$ cat src/rtl/icache_nway.sv
// Instruction cache with configurable block size, set count and 1/2-way LRU associativity.
// It also provides a synchronous flush and saturating hit/miss counters.
module icache_nway #(
    parameter int unsigned ADDR_W  = 8,
    parameter int unsigned INSTR_W = 32,
    parameter int unsigned WORDS   = 4,
    parameter int unsigned SETS    = 8,
    parameter int unsigned WAYS    = 1,
    parameter int unsigned CNT_W   = 16
) (
    input  logic                               CLK,
    input  logic                               RESET,
    input  logic                               READ,
    input  logic [ADDR_W-1:0]                  ADDRESS,
    output logic [INSTR_W-1:0]                 INSTRUCTION,
    output logic                               BUSYWAIT,
    output logic                               MEM_READ,
    output logic [ADDR_W-$clog2(WORDS)-1:0]    MEM_ADDRESS,
    input  logic [INSTR_W*WORDS-1:0]           MEM_READDATA,
    input  logic                               MEM_BUSYWAIT,
    input  logic                               FLUSH,
    input  logic                               CNT_CLR,
    output logic [CNT_W-1:0]                   HIT_COUNT,
    output logic [CNT_W-1:0]                   MISS_COUNT
);
    localparam int unsigned OFF_W = $clog2(WORDS);
    localparam int unsigned IDX_W = $clog2(SETS);
    localparam int unsigned BA_W  = ADDR_W - OFF_W;
    localparam int unsigned TAG_W = BA_W - IDX_W;
    localparam int unsigned BLK_W = INSTR_W * WORDS;

    typedef enum logic [1:0] {IDLE, MISS, FILL} state_t;

    state_t state_q, state_d;

    logic [SETS-1:0]    valid_q [2];
    logic [TAG_W-1:0]   tag_q   [2][SETS];
    logic [BLK_W-1:0]   data_q  [2][SETS];
    logic [SETS-1:0]    lru_q;
    logic [BA_W-1:0]    mem_addr_q;
    logic               victim_q;
    logic [BLK_W-1:0]   fill_q;
    logic               flush_pend_q;
    logic [CNT_W-1:0]   hit_q, miss_q;

    logic [BA_W-1:0]    blk;
    logic [IDX_W-1:0]   idx, fill_idx;
    logic [TAG_W-1:0]   tag, fill_tag;
    int unsigned        off;
    logic               hit0, hit1, hit, miss, victim_c;
    logic [BLK_W-1:0]   hit_line;
    logic [INSTR_W-1:0] word;

    assign blk      = ADDRESS[ADDR_W-1:OFF_W];
    assign idx      = blk[IDX_W-1:0];
    assign tag      = blk[BA_W-1:IDX_W];
    assign off      = 32'(ADDRESS) % WORDS;
    assign fill_idx = mem_addr_q[IDX_W-1:0];
    assign fill_tag = mem_addr_q[BA_W-1:IDX_W];

    assign hit0     = valid_q[0][idx] && (tag_q[0][idx] == tag);
    assign hit1     = (WAYS == 2) && valid_q[1][idx] && (tag_q[1][idx] == tag);
    assign hit      = READ && (hit0 || hit1);
    assign miss     = READ && !hit;
    assign hit_line = hit1 ? data_q[1][idx] : data_q[0][idx];

    // Offset word of the hitting line
    always_comb begin
        word = '0;
        for (int unsigned w = 0; w < WORDS; w++) begin
            if (w == off) word = hit_line[w*INSTR_W +: INSTR_W];
        end
    end

    // Victim: first invalid way, else the LRU way
    always_comb begin
        victim_c = 1'b0;
        if (WAYS == 2 && valid_q[0][idx]) begin
            victim_c = valid_q[1][idx] ? lru_q[idx] : 1'b1;
        end
    end

    always_ff @(posedge CLK or negedge RESET) begin
        if (!RESET) state_q <= IDLE;
        else        state_q <= state_d;
    end

    always_comb begin
        state_d = state_q;
        case (state_q)
            IDLE:    if (!FLUSH && miss) state_d = MISS;
            MISS:    if (!MEM_BUSYWAIT) state_d = FILL;
            FILL:    state_d = IDLE;
            default: state_d = IDLE;
        endcase
    end

    // Reset forces the CPU-facing outputs low without waiting for an edge
    always_comb begin
        INSTRUCTION = '0;
        BUSYWAIT    = 1'b0;
        MEM_READ    = 1'b0;
        case (state_q)
            IDLE: begin
                if (hit) INSTRUCTION = word;
                BUSYWAIT = miss;
            end
            MISS: begin
                MEM_READ = 1'b1;
                BUSYWAIT = 1'b1;
            end
            FILL:    BUSYWAIT = 1'b1;
            default: BUSYWAIT = 1'b0;
        endcase
        if (!RESET) begin
            INSTRUCTION = '0;
            BUSYWAIT    = 1'b0;
        end
    end

    always_ff @(posedge CLK or negedge RESET) begin
        if (!RESET) begin
            valid_q[0]   <= '0;
            valid_q[1]   <= '0;
            lru_q        <= '0;
            mem_addr_q   <= '0;
            victim_q     <= 1'b0;
            fill_q       <= '0;
            flush_pend_q <= 1'b0;
        end else begin
            case (state_q)
                IDLE: begin
                    if (FLUSH) begin
                        valid_q[0] <= '0;
                        valid_q[1] <= '0;
                        lru_q      <= '0;
                    end else begin
                        if (hit && WAYS == 2) lru_q[idx] <= hit0;
                        if (miss) begin
                            mem_addr_q <= blk;
                            victim_q   <= victim_c;
                        end
                    end
                end
                MISS: begin
                    if (FLUSH) flush_pend_q <= 1'b1;
                    if (!MEM_BUSYWAIT) fill_q <= MEM_READDATA;
                end
                FILL: begin
                    if (flush_pend_q || FLUSH) begin
                        valid_q[0] <= '0;
                        valid_q[1] <= '0;
                        lru_q      <= '0;
                    end else begin
                        valid_q[victim_q][fill_idx] <= 1'b1;
                        lru_q[fill_idx]             <= !victim_q;
                    end
                    flush_pend_q <= 1'b0;
                end
                default: flush_pend_q <= 1'b0;
            endcase
        end
    end

    // Line payload storage; only valid bits need reset
    always_ff @(posedge CLK) begin
        if (state_q == FILL) begin
            tag_q[victim_q][fill_idx]  <= fill_tag;
            data_q[victim_q][fill_idx] <= fill_q;
        end
    end

    always_ff @(posedge CLK or negedge RESET) begin
        if (!RESET) begin
            hit_q  <= '0;
            miss_q <= '0;
        end else if (CNT_CLR) begin
            hit_q  <= '0;
            miss_q <= '0;
        end else if (state_q == IDLE) begin
            if (hit && hit_q != '1)              hit_q  <= hit_q + CNT_W'(1);
            if (miss && !FLUSH && miss_q != '1)  miss_q <= miss_q + CNT_W'(1);
        end
    end

    assign MEM_ADDRESS = mem_addr_q;
    assign HIT_COUNT   = hit_q;
    assign MISS_COUNT  = miss_q;
endmodule
$ cat config.mk
export PLATFORM = sky130hd
export DESIGN_NAME = icache_nway
export DESIGN_NICKNAME = d
export VERILOG_FILES = /design/src/rtl/icache_nway.sv
export SDC_FILE = /design/constraint.sdc
export NUM_CORES = 1
export LEC_CHECK = 0
export ABC_AREA = 1
export BUFFER_PORTS_ARGS = -buffer_cell sky130_fd_sc_hd__buf_2
export CORE_UTILIZATION = 40
export CTS_CLUSTER_SIZE = 30
export DETAILED_ROUTE_END_ITERATION = 6
export PLACE_DENSITY_LB_ADDON = 0.15
export RECOVER_POWER = 100
export SLEW_MARGIN = 20
export SYNTH_ARGS = -nofsm -noshare
export SYNTH_HDL_FRONTEND = slang
export SYNTH_SLANG_ARGS = --single-unit
$ cat constraint.sdc
create_clock -name CLK -period 14.6 [get_ports CLK]
set_input_delay 2.19 -clock CLK [delete_from_list [all_inputs] [get_ports CLK]]
set_output_delay 2.19 -clock CLK [all_outputs]
set_load 0.01 [all_outputs]
==> flow_summary_export.csv, run 1 <==
group,metric,value,unit
timing,tightest_slew,9.36,ns
final_layout,ff_latch_area,35900,sq um
worst_setup_path,endpoint_kind,"output port",
final_layout,final_core_util,46.1,%
synthesis,synth_commonest_cells,"edfxtp_1 (1048), nand2_1 (791), a21oi_1 (294)",
synthesis,synth_area_per_cell,13.0,sq um
worst_setup_path,cpMaxStageDelayCell,"clkbuf_1",
drt,drc,0,
global_routing,grt_max_degree,175,
worst_setup_path,critPathMaxFanout,65,
synthesis,yosys_warnings,0,
placed_design,portBuffers,213,
final_layout,layout.nets,4056,
synthesis,synth_area,48900,sq um
worst_setup_path,worstSetupPathType,"in2out",
floorplanning,start_util,40.6,%
synthesis,async_flop_share,14.4,%
outcome,status,"finished, violations left",
worst_setup_path,worst_ep_arrival_time,8.31,ns
timing,fin_crit_sh,72.0,%
global_routing,grt_use_total,21.4,%
clock_network,post_cts_buffers,0,
floorplanning,row_count,127,
placed_design,globalplace.congestion,0.750,
clock_network,clock_path_buffers,3,
global_routing,grt_pass1_vias,29831,
synthesis,yosys-top-cells-area,"edfxtp_1 (64%), dfrtp_1 (9.1%), nand2_1 (6.1%)",
drt,ant_nets,0,
power,p_sw,2500,uW
synthesis,synth_flop_cell,"edfxtp_1",
synthesis,seq_area_frac_synth,73.4,%
worst_setup_path,cp-start-kind,"input port",
floorplanning,die_x,352,microns
power,clkPwrFrac,35.3,%
floorplanning,ioPinCount,214,
power,combPwrFrac,9.4,%
timing,min_period,10.50,ns
worst_setup_path,max_stage_delay,3.00,ns
drt,viasPerCell,5.45,
floorplanning,dieArea,124000,sq um
clock_network,cts-resized-gates,0,
power,finalPower,9560,uW
global_routing,overflow,0,
global_routing,antenna_found_initial,9,
global_routing,grt_pass1_wl,195000,microns
power,power.leakage,0.0196,uW
worst_setup_path,path_cells,"buf_6, clkbuf_1, nand3_1, nand3b_1, nand2_1, nor2_1, nand2_1, nor2_8, nand2_2, buf_4, nor3_1, clkbuf_1",
power,powerDensity,172,nW/um^2
synthesis,synth_top_area_share,64.3,%
final_layout,nFillCells,10908,
floorplanning,dieHeight,352,microns
final_layout,drive_above_1_share,12.6,%
synthesis,yosysTopAreaCell,"edfxtp_1",
synthesis,ys_ff_latch,1225,
clock_network,hold_buffers,0,
clock_network,clk_pin_slew_worst_paths,0.06,ns
synthesis,synthCells,3755,
drt,wl,132000,microns
final_layout,syn2layout_area_growth,13.5,%
floorplanning,core_area,121000,sq um
timing,rsz0062_at_grt,"false",
final_layout,antennaDiodeCount,0,
timing,fmax,0.0952,GHz
placed_design,dp.cells,5383,
timing,hold_viol,0,
timing,max_slew_margin,-524,%
power,swShare,26.1,%
hold_path,min_path_type,"reg2reg",
clock_network,cts_inserted_buffers,134,
power,seq_power_share,55.3,%
drt,drt_iter0_markers,2290,
synthesis,synth-edff-count,1048,
clock_network,cts_tree,"done",
clock_network,numClockSinks,1225,
final_layout,multi_input_area,11600,sq um
power,vdd_drop_max,0.125,mV
timing,finalClockSkew,0.0223,ns
run,maxCapViolCount,27,
final_layout,stdcell_count,5633,
synthesis,synth_cell_type_count,46,
timing,setup_viol,0,
drt,wl_per_cell,23.4,microns
drt,drt-pass1-iter-count,5,
placed_design,place_hpwl,69500,microns
worst_setup_path,crit_required,12.41,ns
drt,vias,30697,
clock_network,clk_latency,0.76,ns
clock_network,cts_root_buf,"clkbuf_16",
clock_network,cts_max_level,4,
synthesis,yosysMostFrequentCell,"edfxtp_1",
power,p_int,7060,uW
timing,drv_slew,1439,
synthesis,syn_nets,3903,
timing,holdWs,0.490,ns
timing,setup_tns,0,ns
outcome,violations,"capacitance limit, slew limit",
## sequential cells by signal (all words and copies together) (netlist names)
name / count
data_q: 1024
fill_q: 128
tag_q: 24
HIT_COUNT: 16
MISS_COUNT: 16
valid_q: 8
MEM_ADDRESS: 6
state_q: 2
flush_pend_q: 1
## critical path: cells and delay by family
kind | cells | cell delay (ns)
buffers and inverters | 4 | 4.09
and+or+nand+nor | 8 | 1.91
## per-layer routing
layer | track usage [%] | vias to the layer above | part of all wire [%]
met5 | 0 | - | 0.0099
met4 | 6.88 | 2 | 2.5
met3 | 3.53 | 200 | 5.6
met2 | 34.3 | 871 | 47
met1 | 29.7 | 15564 | 45
li1 | - | 14060 | -
## kinds of logic (layout without fill, tap and decap cells)
family                     after synthesis  in the layout  share of synthesized area (%)
muxes                                  131            131                           3.01
DFF                                   1225           1225                           73.4
AOI/OAI and AO/OA                      737            737                           9.27
and+or+nand+nor                       1328           1328                           11.1
adders and majority gates                6              6                          0.153
buffers and inverters                  314            580                           2.80
xor gates and xnor gates                14             14                          0.251
## through the flow
| step | area, sq um | setup WS (ns) |
|---|---|---|
| finish | 55500 | 4.10 |
| detailed placement | 51500 | 6.27 |
| global placement | 51500 | 6.26 |
| CTS | 55900 | 6.25 |
| floorplan | 48900 | 0.358 |
| global route | 55500 | 3.64 |
## worst paths after layout
kind | depth (start not counted) | endpoint | from | slack, ns
worst max-delay path | 12 | INSTRUCTION[8] | ADDRESS[4] | 4.10
worst min-delay path | 1 | valid_q[9] | valid_q[9] | 0.49
worst max register to register | 7 | data_q[0][353] | state_q[0] | 4.65
worst min register to register | 1 | valid_q[9] | valid_q[9] | 0.49
max in group asynchronous | 3 | fill_q[93] | RESET | 6.51
min in group asynchronous | 1 | HIT_COUNT[7] | RESET | 2.09
## placed cells by master (no fill, tap or decap), types with 9 or more instances in the layout
cell / synthesis / routed
a221oi_1: 9 / 9
nand3_1: 163 / 163
clkbuf_16: 0 / 138
clkinv_1: 4 / 18
o22ai_1: 34 / 34
clkbuf_1: 112 / 142
a22oi_1: 86 / 86
o221ai_1: 26 / 26
or2_2: 12 / 12
inv_1: 62 / 62
edfxtp_1: 1048 / 1048
o31ai_1: 39 / 39
a21oi_1: 294 / 294
mux2_2: 128 / 128
clkbuf_8: 0 / 15
nand4_1: 25 / 26
xor2_1: 10 / 10
nor4_1: 14 / 14
nor3_1: 29 / 29
o21ai_0: 141 / 141
dfrtp_1: 177 / 177
nand2_1: 791 / 795
nor2_1: 277 / 274
a32o_1: 26 / 26
a31oi_1: 9 / 9
bufinv_16: 0 / 10
clkinv_2: 0 / 15
buf_2: 94 / 137
buf_4: 7 / 21
a32oi_1: 9 / 9
o211ai_1: 41 / 41
## power by group through the flow
stage	Clock, uW	Sequential [uW]	Combinational [uW]
after floorplan	0	5150	616
after global placement	0	5330	909
after detailed placement	0	5340	919
after CTS	3450	5270	923
after global routing	3570	5390	989
final	3370	5290	897
## layout make-up
| class | count | share of cell area [%] |
|---|---|---|
| tap | 1612 | 3.63 |
| inverter | 68 | 0.507 |
| sequential | 1225 | 64.6 |
| timing repair buffer | 263 | 2.38 |
| multi-input combinational | 2216 | 21.0 |
| clock inverter | 54 | 1.03 |
| clock buffer | 195 | 6.85 |
Note: power is estimated with default switching activity, not from simulation.
==> run 2: changes to the inputs <==
--- a/config.mk
+++ b/config.mk
@@ -5,7 +5,7 @@
 export SDC_FILE = /design/constraint.sdc
 export NUM_CORES = 1
 export LEC_CHECK = 0
-export ABC_AREA = 1
+export ABC_AREA = 0
 export BUFFER_PORTS_ARGS = -buffer_cell sky130_fd_sc_hd__buf_2
 export CORE_UTILIZATION = 40
 export CTS_CLUSTER_SIZE = 30
==> constraint.sdc (replaced) <==
create_clock -name CLK -period 8.7 [get_ports CLK]
set_input_delay 1.305 -clock CLK [delete_from_list [all_inputs] [get_ports CLK]]
set_output_delay 1.305 -clock CLK [all_outputs]
set_load 0.01 [all_outputs]
==> run 2 against run 1 <==
The run still ends with capacitance limit, slew limit left. Register-to-register slack lost 2.9 ns. Cell count shrank 28%. Clock skew grew 0.010 ns. Sequential share of layout area grew 1.7 points. First-iteration DRC count shrank 23%. Worst hold slack lost 0.0048 ns.
==> flow_summary_export.csv, run 2 <==
group,metric,value,unit
clock_network,hold_buffers,0,
power,vdd_drop_max,0.193,mV
synthesis,yosysTopAreaCell,"edfxtp_1",
drt,drt_iter0_markers,1757,
worst_setup_path,endpoint_kind,"output port",
final_layout,final_core_util,46.4,%
clock_network,post_cts_buffers,0,
synthesis,yosys_warnings,0,
synthesis,synth_top_area_share,66.6,%
final_layout,layout.cell_area.non_filler,54100,sq um
timing,rsz0062_at_grt,"false",
clock_network,clock_path_buffers,3,
floorplanning,row_count,125,
clock_network,cts-resized-gates,0,
global_routing,grt_use_total,18.3,%
synthesis,async_flop_share,14.4,%
timing,fin_crit_sh,80.4,%
placed_design,portBuffers,213,
placed_design,dpl_cell_area,50300,sq um
floorplanning,core_area,117000,sq um
run,maxCapViolCount,22,
synthesis,synth_commonest_cells,"edfxtp_1 (1048), mux4_2 (311), dfrtp_1 (177)",
drt,drt-pass1-iter-count,5,
synthesis,yosysMostFrequentCell,"edfxtp_1",
hold_path,min_path_type,"reg2reg",
final_layout,layout.nets,2561,
floorplanning,start_util,40.5,%
timing,fmax,0.143,GHz
power,power.leakage,0.0178,uW
worst_setup_path,worst_ep_arrival_time,5.69,ns
drt,ant_nets,0,
global_routing,grt_pass1_vias,23437,
timing,tightest_slew,6.04,ns
synthesis,synth_area_per_cell,22.0,sq um
global_routing,antenna_found_initial,11,
power,clkPwrFrac,33.6,%
synthesis,syn_nets,2293,
final_layout,reg_top3,"data_q: 1024 flops, fill_q: 128 flops, tag_q: 24 flops",
placed_design,dp.cells,3803,
placed_design,globalplace.congestion,0.740,
clock_network,clk_latency,0.75,ns
synthesis,synthAdderAreaFrac,0.159,%
timing,drv_slew,1234,
synthesis,synth-xor-area-share,0.0901,%
synthesis,yosys-top-cells-area,"edfxtp_1 (67%), mux4_2 (15%), dfrtp_1 (9.4%)",
drt,wl_per_cell,26.6,microns
floorplanning,die_x,346,microns
synthesis,synthCells,2145,
drt,wl,108000,microns
placed_design,place_hpwl,58200,microns
power,p_sw,3950,uW
clock_network,cts_inserted_buffers,132,
synthesis,synth_area,47200,sq um
worst_setup_path,critPathMaxFanout,74,
final_layout,largest_reg_flops,1024,
timing,hold_viol,0,
global_routing,grt_max_degree,140,
timing,finalClockSkew,0.0327,ns
worst_setup_path,reg2reg_depth,6,
outcome,violations,"capacitance limit, slew limit",
floorplanning,dieArea,119000,sq um
global_routing,grt_pass1_wl,160000,microns
global_routing,overflow,0,
synthesis,synth_top_family_by_area,"multiplexers",
clock_network,clk_pin_slew_worst_paths,0.06,ns
clock_network,cts_max_level,4,
floorplanning,dieHeight,346,microns
synthesis,synth_compound_area_share,1.28,%
drt,viasPerCell,5.50,
clock_network,numClockSinks,1225,
timing,setup_tns,0,ns
timing,min_period,7.00,ns
power,combPwrFrac,10.3,%
worst_setup_path,worstSetupPathType,"in2out",
hold_path,worstHoldPathCells,1,
timing,holdWs,0.485,ns
timing,max_slew_margin,-303,%
worst_setup_path,cp-start-kind,"input port",
drt,vias,22232,
clock_network,cts_tree,"done",
timing,setup_viol,0,
synthesis,seq_area_frac_synth,76.0,%
floorplanning,ioPinCount,214,
worst_setup_path,crit_required,7.39,ns
power,seq_power_share,56.1,%
power,powerDensity,293,nW/um^2
final_layout,drive_above_1_share,32.0,%
final_layout,syn2layout_area_growth,14.5,%
final_layout,stdcell_count,4044,
synthesis,synth_flop_cell,"edfxtp_1",
outcome,status,"finished, violations left",
synthesis,synth_cell_type_count,43,
drt,drc,0,
final_layout,final_common_cell,"edfxtp_1",
power,p_int,11900,uW
synthesis,synth_mux_area_share,19.3,%
final_layout,regMostFlops,"data_q",
synthesis,synth-edff-count,1048,
power,swShare,25.0,%
synthesis,ys_ff_latch,1225,
clock_network,cts_root_buf,"clkbuf_16",
synthesis,synth-simple-area-share,2.08,%
final_layout,final_cell_mix,"edfxtp_1 (1048), mux4_2 (311), dfrtp_1 (177)",
[run 2: per-layer routing]
| metal | GRT usage, % | routed length, microns | share of wire [%] |
|---|---|---|---|
| met1 | 25.2 | 46600 | 43 |
| met2 | 30.0 | 53300 | 49 |
| met3 | 3.47 | 5820 | 5.4 |
| met4 | 4.84 | 1920 | 1.8 |
| met5 | 0 | 90 | 0.084 |
[run 2: worst max-delay path, stage by stage]
cell	delay, ns
buf_8	0.62
clkbuf_1	1.30
mux2i_1	0.25
mux4_2	0.55
xnor2_1	0.39
or4_1	0.59
a31oi_1	0.16
nor3b_1	0.20
clkbuf_1	0.18
[run 2: stage by stage]
step / power (uW) / setup slack [ns]
3_3_place_gp: 10500 / 2.82
6_report: 15800 / 1.70
2_1_floorplan: 9790 / 1.81
3_5_place_dp: 10700 / 2.78
4_1_cts: 16000 / 2.77
5_1_grt: 16500 / 1.27
[run 2: power groups by stage]
stage          Clock (uW)  Combinational (uW)  Sequential, uW
2_1_floorplan           0                1110            8680
3_3_place_gp            0                1660            8880
4_1_cts              5460                1680            8870
5_1_grt              5680                1770            9050
6_report             5320                1630            8880
3_5_place_dp            0                1680            8990
[run 2: cell type report]
cell class                 count  area (sq um)
clock inverter                52           405
tap                         1524          1910
inverter                       6          22.5
clock buffer                 187          3730
antenna                        2          5.00
timing repair buffer         248          1260
fill                        9831         62600
multi-input combinational    800         10900
sequential                  1225         35900
[run 2: kinds of logic (layout without fill, tap and decap cells)]
group	count (synthesis)	count (layout)
AO/OA/AOI/OAI	95	95
XOR/XNOR	4	4
adder cells (fa/ha/maj)	6	6
buffers and inverters	120	493
flip-flops	1225	1225
multiplexers	505	505
other	0	2
AND/OR/NAND/NOR	190	190
[run 2: worst paths after layout]
| path | from | to | slack (ns) |
|---|---|---|---|
| hold reg to reg | flush_pend_q | flush_pend_q | 0.49 |
| hold / removal | flush_pend_q | flush_pend_q | 0.49 |
| min in group asynchronous | RESET | fill_q[50] | 0.53 |
| setup / recovery | ADDRESS[2] | BUSYWAIT | 1.70 |
| max in group asynchronous | RESET | fill_q[84] | 4.30 |
| setup reg to reg | state_q[0] | data_q[0][501] | 1.78 |
